File: src/rtl/cell_fetch_scheduler_pkg.sv
// rtl/cell_fetch_scheduler_pkg.sv - shared geometry, encodings and FSM states for the cell fetch scheduler
// Purpose: frame geometry (cell rows/columns/count), HOG block counts, in-block
// cell position codes and scheduler FSM state encodings.
// Ports: none (package).
package cell_fetch_scheduler_pkg;

  localparam int CELL_WIDTH_C     = 768;
  localparam int CELL_NUM_C       = 1200;
  localparam int FRAME_ROW_CNUM_C = 30;
  localparam int FRAME_COL_CNUM_C = 40;

  // 2x2 windows overlap by one cell in each direction
  localparam int BLK_ROW_NUM = FRAME_ROW_CNUM_C - 1;
  localparam int BLK_COL_NUM = FRAME_COL_CNUM_C - 1;

  localparam int FIFO_DEPTH = 3;

  typedef enum logic [1:0] {
    POS_TL = 2'd0,
    POS_TR = 2'd1,
    POS_BL = 2'd2,
    POS_BR = 2'd3
  } cell_pos_e;

  typedef enum logic [1:0] {
    ST_IDLE  = 2'd0,
    ST_FETCH = 2'd1,
    ST_DRAIN = 2'd2
  } fetch_state_e;

endpackage

File: src/rtl/cell_fetch_scheduler_if.sv
// rtl/cell_fetch_scheduler_if.sv - cell cache read port and block-order output stream bundle
// Purpose: groups the cache read handshake and the output beat stream.
// master (scheduler): drives cell_rd_en_o/cell_rd_addr_o and the output beat
//   (cell_valid_o, cell_data_o, cell_pos_o, blk_last_o, frame_last_o);
//   receives cell_rd_data_i and cell_ready_i.
// slave (cache + downstream): the reverse directions.
interface cell_fetch_scheduler_if #(
  parameter int CELL_WIDTH  = 768,
  parameter int CELL_ADDR_W = 11
);
  logic                   cell_rd_en_o;
  logic [CELL_ADDR_W-1:0] cell_rd_addr_o;
  logic [CELL_WIDTH-1:0]  cell_rd_data_i;
  logic                   cell_valid_o;
  logic                   cell_ready_i;
  logic [CELL_WIDTH-1:0]  cell_data_o;
  logic [1:0]             cell_pos_o;
  logic                   blk_last_o;
  logic                   frame_last_o;

  modport master (
    output cell_rd_en_o, cell_rd_addr_o,
    input  cell_rd_data_i,
    output cell_valid_o,
    input  cell_ready_i,
    output cell_data_o, cell_pos_o, blk_last_o, frame_last_o
  );

  modport slave (
    input  cell_rd_en_o, cell_rd_addr_o,
    output cell_rd_data_i,
    input  cell_valid_o,
    output cell_ready_i,
    input  cell_data_o, cell_pos_o, blk_last_o, frame_last_o
  );
endinterface

File: src/rtl/cell_fetch_scheduler_fifo.sv
// rtl/cell_fetch_scheduler_fifo.sv - 3-deep synchronous FIFO holding cell data plus sideband
// Purpose: output buffer absorbing the cache read latency.
// Ports: clk, rst (sync active-high); push/push_data write side;
//   pop/pop_data read side (pop_data is the head entry, valid when !empty);
//   count occupancy 0..3; full; empty.
module cell_fetch_fifo
  import cell_fetch_scheduler_pkg::*;
#(
  parameter int WIDTH = 772
) (
  input  logic             clk,
  input  logic             rst,
  input  logic             push,
  input  logic [WIDTH-1:0] push_data,
  input  logic             pop,
  output logic [WIDTH-1:0] pop_data,
  output logic [1:0]       count,
  output logic             full,
  output logic             empty
);

  logic [WIDTH-1:0] mem [0:FIFO_DEPTH-1];
  logic [1:0]       wr_ptr_q, rd_ptr_q, count_q;
  logic             do_push, do_pop;

  function automatic logic [1:0] ptr_inc(input logic [1:0] p);
    return (p == 2'(FIFO_DEPTH - 1)) ? 2'd0 : p + 2'd1;
  endfunction

  assign do_pop  = pop & ~empty;
  // a push into a full FIFO is accepted when the head leaves in the same cycle
  assign do_push = push & (~full | do_pop);

  always_ff @(posedge clk) begin
    if (do_push) mem[wr_ptr_q] <= push_data;
  end

  always_ff @(posedge clk) begin
    if (rst) begin
      wr_ptr_q <= '0;
      rd_ptr_q <= '0;
      count_q  <= '0;
    end else begin
      if (do_push) wr_ptr_q <= ptr_inc(wr_ptr_q);
      if (do_pop)  rd_ptr_q <= ptr_inc(rd_ptr_q);
      case ({do_push, do_pop})
        2'b10:   count_q <= count_q + 2'd1;
        2'b01:   count_q <= count_q - 2'd1;
        default: count_q <= count_q;
      endcase
    end
  end

  assign pop_data = mem[rd_ptr_q];
  assign count    = count_q;
  assign full     = (count_q == 2'(FIFO_DEPTH));
  assign empty    = (count_q == 2'd0);

endmodule

File: src/rtl/cell_fetch_scheduler.sv
// rtl/cell_fetch_scheduler.sv - streams cached cells in HOG 2x2 block order with credit-managed output FIFO
// Purpose: after fetch_start_i, reads all 29x39 overlapping 2x2 blocks from the
// cell cache (TL,TR,BL,BR per block) and streams them downstream.
// Ports: clk, rst (sync active-high); fetch_start_i frame-complete pulse;
//   bus (master): cache read port and output beat stream; busy_o frame in
//   progress; done_o pulse on final-beat handshake.
// Optional: CELL_FETCH_PERF_EN adds stall_cnt_o, saturating count of
//   valid & ~ready cycles, cleared on start accept.
module cell_fetch_scheduler
  import cell_fetch_scheduler_pkg::*;
#(
  parameter int CELL_WIDTH     = CELL_WIDTH_C,
  parameter int CELL_NUM       = CELL_NUM_C,
  parameter int FRAME_ROW_CNUM = FRAME_ROW_CNUM_C,
  parameter int FRAME_COL_CNUM = FRAME_COL_CNUM_C
) (
  input  logic                   clk,
  input  logic                   rst,
  input  logic                   fetch_start_i,
  cell_fetch_scheduler_if.master bus,
  output logic                   busy_o,
  output logic                   done_o
`ifdef CELL_FETCH_PERF_EN
  ,
  output logic [15:0]            stall_cnt_o
`endif
);

  localparam int CELL_ADDR_W = $clog2(CELL_NUM);
  localparam int COL_W       = $clog2(FRAME_COL_CNUM);

  // base address of the final block (row FRAME_ROW_CNUM-2, col FRAME_COL_CNUM-2)
  localparam logic [CELL_ADDR_W-1:0] LAST_BASE =
    CELL_ADDR_W'((FRAME_ROW_CNUM - 2) * FRAME_COL_CNUM + (FRAME_COL_CNUM - 2));
  localparam logic [CELL_ADDR_W-1:0] ROW_OFS  = CELL_ADDR_W'(FRAME_COL_CNUM);
  localparam logic [COL_W-1:0]       LAST_COL = COL_W'(FRAME_COL_CNUM - 2);

  fetch_state_e state_q, state_d;

  logic [CELL_ADDR_W-1:0] blk_base_q, ofs;
  logic [COL_W-1:0]       blk_col_q;
  logic [1:0]             sub_q;
  logic                   rd_pend_q;
  logic [3:0]             side_q;      // {frame_last, blk_last, pos}

  logic                   issue, start_acc, pop, credit_ok, last_blk;
  logic [2:0]             reserved;
  logic [1:0]             fifo_count;
  logic                   fifo_full, fifo_empty;
  logic [CELL_WIDTH+3:0]  fifo_dout;

  assign pop      = bus.cell_valid_o & bus.cell_ready_i;
  assign last_blk = (sub_q == POS_BR) && (blk_base_q == LAST_BASE);

  // Entries already owned by the FIFO or still in the cache pipe; a slot
  // freed by this cycle's pop may be reused immediately.
  assign reserved  = {1'b0, fifo_count} + {2'b0, rd_pend_q};
  assign credit_ok = fifo_full ? pop : (reserved < 3'd3 + {2'b0, pop});

  always_comb begin
    ofs = '0;
    case (sub_q)
      POS_TL:  ofs = '0;
      POS_TR:  ofs = CELL_ADDR_W'(1);
      POS_BL:  ofs = ROW_OFS;
      default: ofs = ROW_OFS + CELL_ADDR_W'(1);
    endcase
  end

  always_ff @(posedge clk) begin
    if (rst) state_q <= ST_IDLE;
    else     state_q <= state_d;
  end

  always_comb begin
    state_d   = state_q;
    issue     = 1'b0;
    start_acc = 1'b0;
    done_o    = 1'b0;
    case (state_q)
      ST_IDLE: begin
        if (fetch_start_i) begin
          start_acc = 1'b1;
          state_d   = ST_FETCH;
        end
      end
      ST_FETCH: begin
        issue = credit_ok;
        if (credit_ok && last_blk) state_d = ST_DRAIN;
      end
      ST_DRAIN: begin
        if (pop && bus.frame_last_o) begin
          done_o  = 1'b1;
          state_d = ST_IDLE;
        end
      end
      default: state_d = ST_IDLE;
    endcase
  end

  // Block walk: base advances one column per block, skipping the last
  // column of each row because a 2x2 window cannot start there.
  always_ff @(posedge clk) begin
    if (rst) begin
      blk_base_q <= '0;
      blk_col_q  <= '0;
      sub_q      <= '0;
      rd_pend_q  <= 1'b0;
      side_q     <= '0;
    end else begin
      rd_pend_q <= issue;
      if (issue) side_q <= {last_blk, sub_q == POS_BR, sub_q};
      if (start_acc) begin
        blk_base_q <= '0;
        blk_col_q  <= '0;
        sub_q      <= '0;
      end else if (issue) begin
        sub_q <= sub_q + 2'd1;
        if (sub_q == POS_BR) begin
          if (blk_col_q == LAST_COL) begin
            blk_base_q <= blk_base_q + CELL_ADDR_W'(2);
            blk_col_q  <= '0;
          end else begin
            blk_base_q <= blk_base_q + CELL_ADDR_W'(1);
            blk_col_q  <= blk_col_q + COL_W'(1);
          end
        end
      end
    end
  end

  // Cache data arrives the cycle after issue and is pushed with its sideband.
  cell_fetch_fifo #(
    .WIDTH (CELL_WIDTH + 4)
  ) u_fifo (
    .clk       (clk),
    .rst       (rst),
    .push      (rd_pend_q),
    .push_data ({side_q, bus.cell_rd_data_i}),
    .pop       (pop),
    .pop_data  (fifo_dout),
    .count     (fifo_count),
    .full      (fifo_full),
    .empty     (fifo_empty)
  );

  assign bus.cell_rd_en_o   = issue;
  assign bus.cell_rd_addr_o = blk_base_q + ofs;
  assign bus.cell_valid_o   = ~fifo_empty;
  // stale FIFO contents never leak onto the bus while nothing is valid
  assign {bus.frame_last_o, bus.blk_last_o, bus.cell_pos_o, bus.cell_data_o} =
    fifo_empty ? '0 : fifo_dout;
  assign busy_o = (state_q != ST_IDLE);

`ifdef CELL_FETCH_PERF_EN
  always_ff @(posedge clk) begin
    if (rst || start_acc) begin
      stall_cnt_o <= '0;
    end else if (bus.cell_valid_o && !bus.cell_ready_i && stall_cnt_o != 16'hFFFF) begin
      stall_cnt_o <= stall_cnt_o + 16'd1;
    end
  end
`endif

endmodule

File: src/flat_wrapper.sv
// flat-port wrapper written by rule: the top's interface ports become plain ports
module cell_fetch_scheduler_flat import cell_fetch_scheduler_pkg::*;
#(
  parameter int CELL_WIDTH     = CELL_WIDTH_C,
  parameter int CELL_NUM       = CELL_NUM_C,
  parameter int FRAME_ROW_CNUM = FRAME_ROW_CNUM_C,
  parameter int FRAME_COL_CNUM = FRAME_COL_CNUM_C
)
  (clk, rst, fetch_start_i, busy_o, done_o, bus_cell_rd_en_o, bus_cell_rd_addr_o, bus_cell_rd_data_i, bus_cell_valid_o, bus_cell_ready_i, bus_cell_data_o, bus_cell_pos_o, bus_blk_last_o, bus_frame_last_o);
  cell_fetch_scheduler_if #(.CELL_WIDTH(CELL_WIDTH), .CELL_ADDR_W((11))) bus_i ();
  input  logic clk;
  input  logic rst;
  input  logic fetch_start_i;
  output logic busy_o;
  output logic done_o;
  output wire logic [$bits(bus_i.cell_rd_en_o)-1:0] bus_cell_rd_en_o;
  output wire logic [$bits(bus_i.cell_rd_addr_o)-1:0] bus_cell_rd_addr_o;
  input wire logic [$bits(bus_i.cell_rd_data_i)-1:0] bus_cell_rd_data_i;
  output wire logic [$bits(bus_i.cell_valid_o)-1:0] bus_cell_valid_o;
  input wire logic [$bits(bus_i.cell_ready_i)-1:0] bus_cell_ready_i;
  output wire logic [$bits(bus_i.cell_data_o)-1:0] bus_cell_data_o;
  output wire logic [$bits(bus_i.cell_pos_o)-1:0] bus_cell_pos_o;
  output wire logic [$bits(bus_i.blk_last_o)-1:0] bus_blk_last_o;
  output wire logic [$bits(bus_i.frame_last_o)-1:0] bus_frame_last_o;
  assign bus_cell_rd_en_o = bus_i.cell_rd_en_o;
  assign bus_cell_rd_addr_o = bus_i.cell_rd_addr_o;
  assign bus_i.cell_rd_data_i = bus_cell_rd_data_i;
  assign bus_cell_valid_o = bus_i.cell_valid_o;
  assign bus_i.cell_ready_i = bus_cell_ready_i;
  assign bus_cell_data_o = bus_i.cell_data_o;
  assign bus_cell_pos_o = bus_i.cell_pos_o;
  assign bus_blk_last_o = bus_i.blk_last_o;
  assign bus_frame_last_o = bus_i.frame_last_o;
  cell_fetch_scheduler #(.CELL_WIDTH(CELL_WIDTH), .CELL_NUM(CELL_NUM), .FRAME_ROW_CNUM(FRAME_ROW_CNUM), .FRAME_COL_CNUM(FRAME_COL_CNUM)) u_core (.clk(clk), .rst(rst), .fetch_start_i(fetch_start_i), .bus(bus_i), .busy_o(busy_o), .done_o(done_o));
endmodule
File: config.mk
export PLATFORM = sky130hd
export DESIGN_NAME = cell_fetch_scheduler_flat
export DESIGN_NICKNAME = d
export VERILOG_FILES = /design/src/rtl/cell_fetch_scheduler_pkg.sv /design/src/rtl/cell_fetch_scheduler_if.sv /design/src/rtl/cell_fetch_scheduler_fifo.sv /design/src/rtl/cell_fetch_scheduler.sv /design/src/flat_wrapper.sv
export SDC_FILE = /design/constraint.sdc
export NUM_CORES = 2
export LEC_CHECK = 0
export ABC_AREA = 1
export BUFFER_PORTS_ARGS = -buffer_cell sky130_fd_sc_hd__buf_2
export CORE_AREA = 2 2 611 613
export CTS_CLUSTER_SIZE = 8
export DETAILED_ROUTE_END_ITERATION = 6
export DIE_AREA = 0 0 613 615
export GPL_TIMING_DRIVEN = 0
export PLACE_DENSITY = 0.42
export SYNTH_ARGS = -nofsm -noshare
export SYNTH_HDL_FRONTEND = slang
export SYNTH_SLANG_ARGS = --single-unit
File: constraint.sdc
create_clock -name clk -period 71 [get_ports clk]
set_input_delay 14.2 -clock clk [delete_from_list [all_inputs] [get_ports clk]]
set_output_delay 14.2 -clock clk [all_outputs]
set_load 0.005 [all_outputs]
==> impl_metrics.csv <==
group,metric,value,unit
timing,rsz0062_at_grt,"no",
routing,post-route-drc-count,0,
grt,grt_pass1_wl,520.7,mm
worst_hold_path,worstHoldStart,"u_core.side_q[0]",
clock_tree,cts_root_buf,"clkbuf_16",
logic_synthesis,ys_ff_latch,2350,
outcome,outcome,"finished, final reports clean",
routing,ant_nets,0,
clock_tree,cts.sinks,2350,
job,maxCapViolCount,0,
logic_synthesis,ys.warnings.count,0,
clock_tree,cts.htree.levels,5,
routing,num_vias,64290,
final_layout,area_growth,28.35,%
clock_tree,cts_hold_buf,0,
worst_hold_path,hold_depth,0,
grt,use_met3,5.857,%
logic_synthesis,synth_cell_types,33,
logic_synthesis,synth_cells,6950,
critical_path,r2r-end,"u_core.u_fifo.mem[0][97]",
clock_tree,tritoncts,"done",
logic_synthesis,synth_area,92010,um^2
final_layout,drive_gt1_share,25.77,%
critical_path,cp_max_fo,10,
grt,grt_max_degree,96,
die,core-area,370800,um^2
timing,post-route-period-util,41.72,%
logic_synthesis,syn_area_per_cell,13.24,um^2
die,die_h,615,um
die,io_pins,1559,
routing,drtIter0Drc,4637,
clock_tree,post-cts-setup-buffer-count,0,
timing,fmax,33.76,MHz
die,placementRows,224,
clock_tree,clock_latency,920,ps
final_layout,final_core_util,31.85,%
clock_tree,numCtsBuffers,338,
routing,firstDrtPassIters,7,
timing,relSlewSlack,13.56,%
logic_synthesis,ys_seq_area_share,76.33,%
final_layout,fin_nets,9846,
logic_synthesis,mappedNetlistNets,7735,
timing,tns,0,ps
clock_tree,cts_resized,0,
critical_path,worstSetupStartpointType,"primary input",
place,place_congestion,0.8445,
grt,grt_pass1_vias,63130,
critical_path,worstSetupEndpointType,"output port",
critical_path,required,56800,ps
critical_path,cp_data_arrival_time,15420,ps
timing,fin_skew,56.14,ps
timing,tightest_slew,1297,ps
grt,grt_overflow,0,
routing,vias_per_cell,4.533,
timing,timing.final.hold_violations,0,
grt,grt-busiest-layer,"met2",
timing,layout_min_cycle_time,29620,ps
routing,totalWireLength,383.6,mm
clock_tree,cts.clk_slew.worst_paths,50,ps
pwr,leakagePower,50.01,nW
routing,wire_per_inst,27.05,um
die,dieWidth,613,um
timing,report.final.slew_viol_count,0,
pwr,peakVddDrop,0.00001937,V
worst_hold_path,hold_end,"u_core.u_fifo.mem[1][768]",
pwr,powerDensity,28.97,nW/um^2
die,die-area,377000,um^2
critical_path,r2r_setup_slack,66660,ps
critical_path,r2r-start,"u_core.u_fifo.count[0]",
grt,antenna_found_initial,299,
timing,setup_viol,0,
die,start_util,24.81,%
grt,grt_use_met1,21.27,%
place,hpwl,287.9,mm
place,io_buffers,1558,
grt,track_usage,19.61,%
critical_path,path_class,"in2out",
worst_hold_path,min_path_type,"reg2reg",
critical_path,rr_worst_depth,17,
clock_tree,clockBufferDepth,4,
grt,use_met2,35.47,%
==> metal layers <==
layer | wire [um] | up-vias
li1 | - | 28970
met1 | 138500 | 31800
met2 | 197200 | 2481
met4 | 17170 | 92
met3 | 30180 | 945
met5 | 572 | -
==> critical path, cell delays in order <==
cell and delay, ps:
buf_2 110, inv_1 60, nand3_1 280, nand3_4 240
inv_1 280, buf_2 240
==> logic make-up (layout without fill, tap and decap cells) <==
| logic type | Yosys count | after routing | share of synthesized area, % |
|---|---|---|---|
| simple gates | 2500 | 2500 | 11.36 |
| other cells | 0 | 79 | 0 |
| fa+ha+maj | 13 | 13 | 0.1768 |
| compound gates | 812 | 812 | 6.533 |
| buf+inv | 1253 | 3434 | 5.387 |
| flops | 2350 | 2350 | 76.33 |
| xor+xnor | 22 | 22 | 0.2094 |
==> cells in the mapped netlist, drive strengths merged <==
master | number | area, um^2
o211ai | 772 | 5796
or2 | 3 | 18.77
clkinv | 1 | 3.750
nand4 | 7 | 58.81
xor2 | 20 | 175.2
edfxtp | 2316 | 69550
a21oi | 31 | 155.2
nor2 | 29 | 118.9
a31oi | 1 | 6.260
buf | 242 | 1160
nand3 | 791 | 3971
a211oi | 1 | 7.510
nor3 | 8 | 40.04
xnor2 | 2 | 17.52
o21ai | 7 | 46.30
nand2 | 1662 | 6249
inv | 813 | 3052
dfxtp | 34 | 680.7
clkbuf | 197 | 740.7
ha | 13 | 162.7
==> layout by cell type (no fill, tap or decap), types with 31 or more instances in the layout <==
| master | netlist | final |
|---|---|---|
| buf_2 | 183 | 1741 |
| nand2_1 | 1660 | 1660 |
| diode_2 | 0 | 79 |
| dfxtp_1 | 34 | 34 |
| clkbuf_1 | 196 | 219 |
| nand3_1 | 790 | 790 |
| a21oi_1 | 31 | 31 |
| clkbuf_16 | 0 | 341 |
| buf_1 | 55 | 55 |
| buf_6 | 2 | 174 |
| edfxtp_1 | 2316 | 2316 |
| o211ai_1 | 772 | 772 |
| inv_1 | 811 | 810 |
==> worst max-delay path by stage <==
stage                                      to        startpoint  cells past startpoint  slack [ps]
floorplan             u_core.u_fifo.mem[0][0]  bus_cell_ready_i                      4        1600
global placement    u_core.u_fifo.mem[0][318]  bus_cell_ready_i                      5      -50330
detailed placement           bus_cell_rd_en_o  bus_cell_ready_i                      6       41390
CTS                          bus_cell_rd_en_o  bus_cell_ready_i                      6       41390
global route                 bus_cell_rd_en_o  bus_cell_ready_i                      6       41250
finish                       bus_cell_rd_en_o  bus_cell_ready_i                      6       41380
==> sequential cells by signal, summed over array words and instances (netlist names), named ones only <==
name                    cells
u_core.blk_base_q          11
u_core.blk_col_q            6
u_core.rd_pend_q            1
u_core.side_q               4
u_core.state_q              2
u_core.sub_q                2
u_core.u_fifo.count         2
u_core.u_fifo.mem        2316
u_core.u_fifo.rd_ptr_q      2
u_core.u_fifo.wr_ptr_q      2
==> where the power goes <==
part	total, mW	switching, mW	leakage [nW]	internal [mW]
clock	1.47	0.600	4.51	0.868
combinational	0.392	0.274	24.3	0.118
sequential	1.56	0.00531	21.3	1.55
==> through the flow <==
stage          setup slack [ps]  power, mW  area [um^2]  hold WS, ps  instances
2_1_floorplan              1599      1.802        92010        443.2       6950
3_3_place_gp             -50330      2.069       106000        456.1      13480
3_5_place_dp              41390      1.988       108600        462.6      13690
4_1_cts                   41390      3.469       117900        451.7      14100
5_1_grt                   41250      3.543       118000        471.8      14140
6_report                  41380      3.421       118100        455.7      14180
==> final cells by class <==
| cell class | count | area (um^2) |
|---|---|---|
| antenna | 79 | 197.7 |
| sequential | 2350 | 70230 |
| buffer | 439 | 1908 |
| tap | 4972 | 6221 |
| multi-input combinational | 3347 | 16830 |
| clock inverter | 40 | 623.1 |
| fill | 37310 | 252700 |
| inverter | 814 | 3063 |
| clock buffer | 370 | 8642 |
| timing repair buffer | 1771 | 10370 |
No activity file was read; power rests on OpenSTA's default activity.
